**config.mk**
```make
export PLATFORM = sky130hd
export DESIGN_NAME = wb_regfile
export DESIGN_NICKNAME = d
export VERILOG_FILES = /design/src/rtl/wb_regfile.sv
export SDC_FILE = /design/constraint.sdc
export NUM_CORES = 2
export LEC_CHECK = 0
export BUFFER_PORTS_ARGS = -buffer_cell sky130_fd_sc_hd__buf_2
export CAP_MARGIN = 20
export CORE_ASPECT_RATIO = 1.1
export CORE_MARGIN = 3
export CORE_UTILIZATION = 66
export CTS_CLUSTER_DIAMETER = 80
export DETAILED_ROUTE_END_ITERATION = 8
export GPL_TIMING_DRIVEN = 0
export HOLD_SLACK_MARGIN = 0.05
export PLACE_DENSITY_LB_ADDON = 0.3
export SETUP_SLACK_MARGIN = 0.2
export SLEW_MARGIN = 20
export SYNTH_ARGS = -nofsm -noshare
export SYNTH_HDL_FRONTEND = slang
export SYNTH_SLANG_ARGS = --single-unit
```
**constraint.sdc**
```tcl
create_clock -name clk -period 11.66 [get_ports clk]
set_clock_uncertainty 0.05 [all_clocks]
set_input_delay 2.915 -clock clk [delete_from_list [all_inputs] [get_ports clk]]
set_output_delay 2.915 -clock clk [all_outputs]
set_load 0.05 [all_outputs]
```
**src/rtl/wb_regfile.sv**
```systemverilog
// Writeback stage and 32x32 general-purpose register file: load extract, result select, commit, read ports.
// Define WB_BYPASS_EN to make a same-cycle writeback visible on RD1/RD2.
module wb_regfile #(
  parameter int NREG  = 32,
  parameter int CNT_W = 32
) (
  input  logic             clk,
  input  logic             reset,
  input  logic             linkW,
  input  logic             RegWriteW,
  input  logic             MemOrALUW,
  input  logic [2:0]       MemOutSelW,
  input  logic [31:0]      linkAddrW,
  input  logic [31:0]      ALUoutW,
  input  logic [31:0]      CP0OutW,
  input  logic [31:0]      pcW,
  input  logic [4:0]       A3W,
  input  logic [31:0]      HIW,
  input  logic [31:0]      LOW,
  input  logic             HLToRegW,
  input  logic             HIReadW,
  input  logic             CP0ToRegW,
  input  logic [31:0]      MemRdataW,
  input  logic [4:0]       A1,
  input  logic [4:0]       A2,
  output logic [31:0]      RD1,
  output logic [31:0]      RD2,
  output logic [31:0]      WDW,
  output logic             WeW,
  output logic [CNT_W-1:0] wr_cnt
);

  typedef enum logic [2:0] {
    LD_LW  = 3'd0,
    LD_LB  = 3'd1,
    LD_LBU = 3'd2,
    LD_LH  = 3'd3,
    LD_LHU = 3'd4
  } ldSel_e;

  logic [NREG-1:0][31:0] rf;
  logic [31:0]           memWord;
  logic [7:0]            ldByte;
  logic [15:0]           ldHalf;
  logic [31:0]           ldData;
  logic [31:0]           rdArr1;
  logic [31:0]           rdArr2;
  logic [CNT_W-1:0]      wrCnt;

  // pcW is carried for debug visibility only; it does not affect the result.
  logic unusedPc;
  assign unusedPc = ^pcW;

  assign memWord = MemRdataW;
  assign ldByte  = 8'(memWord >> {ALUoutW[1:0], 3'b000});
  assign ldHalf  = ALUoutW[1] ? memWord[31:16] : memWord[15:0];

  always_comb begin
    ldData = memWord;
    case (MemOutSelW)
      LD_LB:   ldData = {{24{ldByte[7]}}, ldByte};
      LD_LBU:  ldData = {24'h0, ldByte};
      LD_LH:   ldData = {{16{ldHalf[15]}}, ldHalf};
      LD_LHU:  ldData = {16'h0, ldHalf};
      default: ldData = memWord;
    endcase
  end

  always_comb begin
    WDW = ALUoutW;
    if (linkW)          WDW = linkAddrW;
    else if (CP0ToRegW) WDW = CP0OutW;
    else if (HLToRegW)  WDW = HIReadW ? HIW : LOW;
    else if (MemOrALUW) WDW = ldData;
  end

  // Gating with RegWriteW first keeps an unknown A3W out of the array when no write is requested.
  assign WeW = RegWriteW & (A3W != 5'd0);

  always_ff @(posedge clk) begin
    if (reset) begin
      for (int i = 0; i < NREG; i++) rf[i] <= '0;
      wrCnt <= '0;
    end else if (WeW) begin
      if (32'(A3W) < NREG) rf[A3W] <= WDW;
      wrCnt <= wrCnt + CNT_W'(1);
    end
  end

  assign wr_cnt = wrCnt;

  function automatic logic [31:0] rdArr(input logic [4:0] a, input logic [NREG-1:0][31:0] arr);
    if (a == 5'd0 || 32'(a) >= NREG) return 32'h0;
    return arr[a];
  endfunction

  assign rdArr1 = rdArr(A1, rf);
  assign rdArr2 = rdArr(A2, rf);

`ifdef WB_BYPASS_EN
  assign RD1 = (WeW && A1 == A3W) ? WDW : rdArr1;
  assign RD2 = (WeW && A2 == A3W) ? WDW : rdArr2;
`else
  assign RD1 = rdArr1;
  assign RD2 = rdArr2;
`endif

endmodule

```
==> summary.md <==
| Metric | Value |
|---|---|
| Status | `finished, final reports clean` |
| Internal Power | `6.18 mW` |
| Inst Count DP | `6703` |
| Max FO, Critical Path | `10` |
| Comb pwr share | `12.7%` |
| H-Tree Depth | `3` |
| Post-synth cell types | `65` |
| Fin Setup TNS | `0 ps` |
| Final Hold Viols | `0` |
| Top FF cell, synth | `dfxtp_1` |
| First-pass GRT wire length | `333000 um` |
| Full die area | `88700 sq um` |
| Largest net degree at the start of global routing | `16` |
| Clock sink total | `1056` |
| Hold WC Path Type | `reg -> reg` |
| Net switching power | `2.41 mW` |
| CTS tree | `built` |
| CP Class | `in -> out` |
| Pre-antenna DRT Iters | `8` |
| Crit end category | `output port` |
| Setup crit start kind | `primary input` |
| # setup viols final | `0` |
| Root Buffer | `clkbuf_16` |
| Pwr per Cell Area | `136 nW/um^2` |
| Area grow syn2layout | `12.6%` |
| Deepest clock path buffer count | `3` |
| Flop pwr share | `42.9%` |
| Post-Syn Nets | `5484` |
| Routed vias/inst | `7.57` |
| Routed length per instance | `33.6 um` |
| Sequential share of the synthesized area | `37.6%` |
| Antenna-violating nets left | `0` |
| Synth Instances | `5233` |
| Share of cells above drive strength 1 | `26.7%` |
| PortBufs | `333` |
| Max-slew headroom | `11.8%` |
| Hold-fix buffers at CTS | `0` |
| Most common cell in the netlist | `dfxtp_1` |
| Max-cap violations | `0` |
| Placer Congestion | `1.08` |
| Achievable Freq | `97.0 MHz` |
| Layout Cells excl Fill | `6907` |
| Number of global-route vias before repair | `50595` |
| Post-CTS setup buffer count | `0` |
| IO Pins | `379` |
| Vias | `52308` |
| Core ar. | `83900 sq um` |
| Worst Tran Pin Value | `1320 ps` |
| Post-Route Utilization | `75.5%` |
| Clock latency at the later pin of the worst-skew pair | `720 ps` |
| Worst IR drop on VDD | `151 uV` |
| Initial antenna violation count | `12` |
| Worst path arrival time | `7350 ps` |
| Post-Syn Area | `56200 sq um` |
| Post-synth top cells | `1056 x dfxtp_1, 947 x nor2_1, 577 x mux4_2` |
| RSZ-0062 raised after global routing | `no` |
| Async set-or-reset flop fraction in the synthesized netlist | `0%` |
| Overflow after GRT | `0` |
| Post-synth EDFFs | `0` |
| Area after DPL | `59500 sq um` |
| Switching part of the total | `28.1%` |
| Share of the synthesized area in the top cell type | `37.6%` |
| Detailed Route WL | `232000 um` |
| Post_cts resized | `0` |
| Final Net Count | `5934` |
| Synth top area cells | `dfxtp_1 38%, mux4_2 23%, a211oi_2 6.7%` |
| Leakage | `21.2 nW` |
| DRT iter0 DRCs | `8920` |
| Row cnt | `111` |
| Ys Warns | `0` |
| Slew Limit Fails | `0` |
| Clock slew at reported path FFs | `60 ps` |
| Filler cell count in the final layout | `5854` |
| Fin area | `63300 sq um` |
| Critical path data required time | `8700 ps` |
| Final worst-path cycle share | `88.4%` |
| Most area-hungry cell type in the Yosys netlist | `dfxtp_1` |
| DRC | `0` |
| Die H | `312 um` |
| Avg Cell Area, Syn | `10.7 sq um` |
| Clock Power Share | `44.4%` |
| Flops & latches, synth | `1056` |
| Min Clock Period, post-route | `10310 ps` |
| Starting Density | `67.0%` |
| Hpwl dp | `181000 um` |
| Num CTS Buffers | `108` |
| Die width | `284 um` |
| Gr usage total | `51.1%` |
[logic make-up after synthesis]
logic type | after synthesis | share of synthesized area (%)
AND/OR/NAND/NOR | 1416 | 11.2
AO/OA/AOI/OAI | 1307 | 19.8
flip-flops | 1056 | 37.6
multiplexers | 745 | 26.2
buffers and inverters | 683 | 4.85
XOR/XNOR | 25 | 0.389
adder cells (fa/ha/maj) | 1 | 0.0222
[worst max-delay path, cell delays in order]
cell	delay (ps)
clkbuf_1	280
clkbuf_1	910
buf_2	750
buf_1	700
mux4_2	440
mux2i_1	90
o22ai_1	500
a21o_1	370
buf_2	340
[state kept, by name, indices dropped and copies added, names as in the netlist]
register,count
rf,1024
wr_cnt,32
[layout make-up]
type	instances	area [sq um]	share of cell area (%)
inverters	30	113	0.178
well taps	1130	1410	2.23
repair buffers	340	1720	2.72
diodes	3	7.51	0.0119
plain buffers	653	2640	4.16
multi-input cells	3494	32500	51.2
clock inverters	48	718	1.13
flip-flops and latches	1056	21100	33.4
clock buffers	153	3130	4.95
[metal layers]
metal  routed length [um]  GRT usage, %  up-vias
li1                     -             -    21072
met1                78000          64.8    25520
met2                97000          73.0     4772
met3                38600          20.4      926
met4                18000          32.1       18
met5                  114             0        -
[through the flow]
step | worst slack, ps | power, mW | hold WS, ps
after global routing | 1460 | 8.71 | 437
after global placement | 1260 | 4.76 | 413
after floorplan | 3550 | 4.40 | 401
after CTS | 1700 | 8.47 | 431
after detailed placement | 1720 | 4.79 | 419
final | 1350 | 8.59 | 427
[cell usage in the layout, fill, tap and decap left out, types with 65 or more instances in the layout]
cell,n
mux4_2,577
nand2_1,80
clkbuf_16,110
nand3b_1,125
o21ai_0,141
o22ai_1,85
a311oi_1,209
a211oi_1,347
clkbuf_1,536
nor2_1,947
mux2i_1,133
dfxtp_1,1056
a211oi_2,300
buf_2,391
a21o_1,65
nor3_1,114
[worst paths after layout]
path	cells past startpoint	start	slack [ps]	end
setup / recovery	9	A2[1]	1350	RD2[16]
setup reg to reg	5	wr_cnt[5]$_SDFFE_PP0P_	9190	wr_cnt[31]$_SDFFE_PP0P_
hold / removal	1	rf[12]$_SDFFE_PP0P_	430	rf[12]$_SDFFE_PP0P_
hold reg to reg	1	rf[12]$_SDFFE_PP0P_	430	rf[12]$_SDFFE_PP0P_
[power groups by stage]
stage               logic (mW)  clock network (mW)  registers [mW]
global route              1.11                3.92            3.69
CTS                       1.04                3.76            3.68
floorplan                0.647                   0            3.75
finish                    1.09                3.82            3.68
detailed placement        1.03                   0            3.76
global placement          1.01                   0            3.76
(Power assumes the default switching activity.)
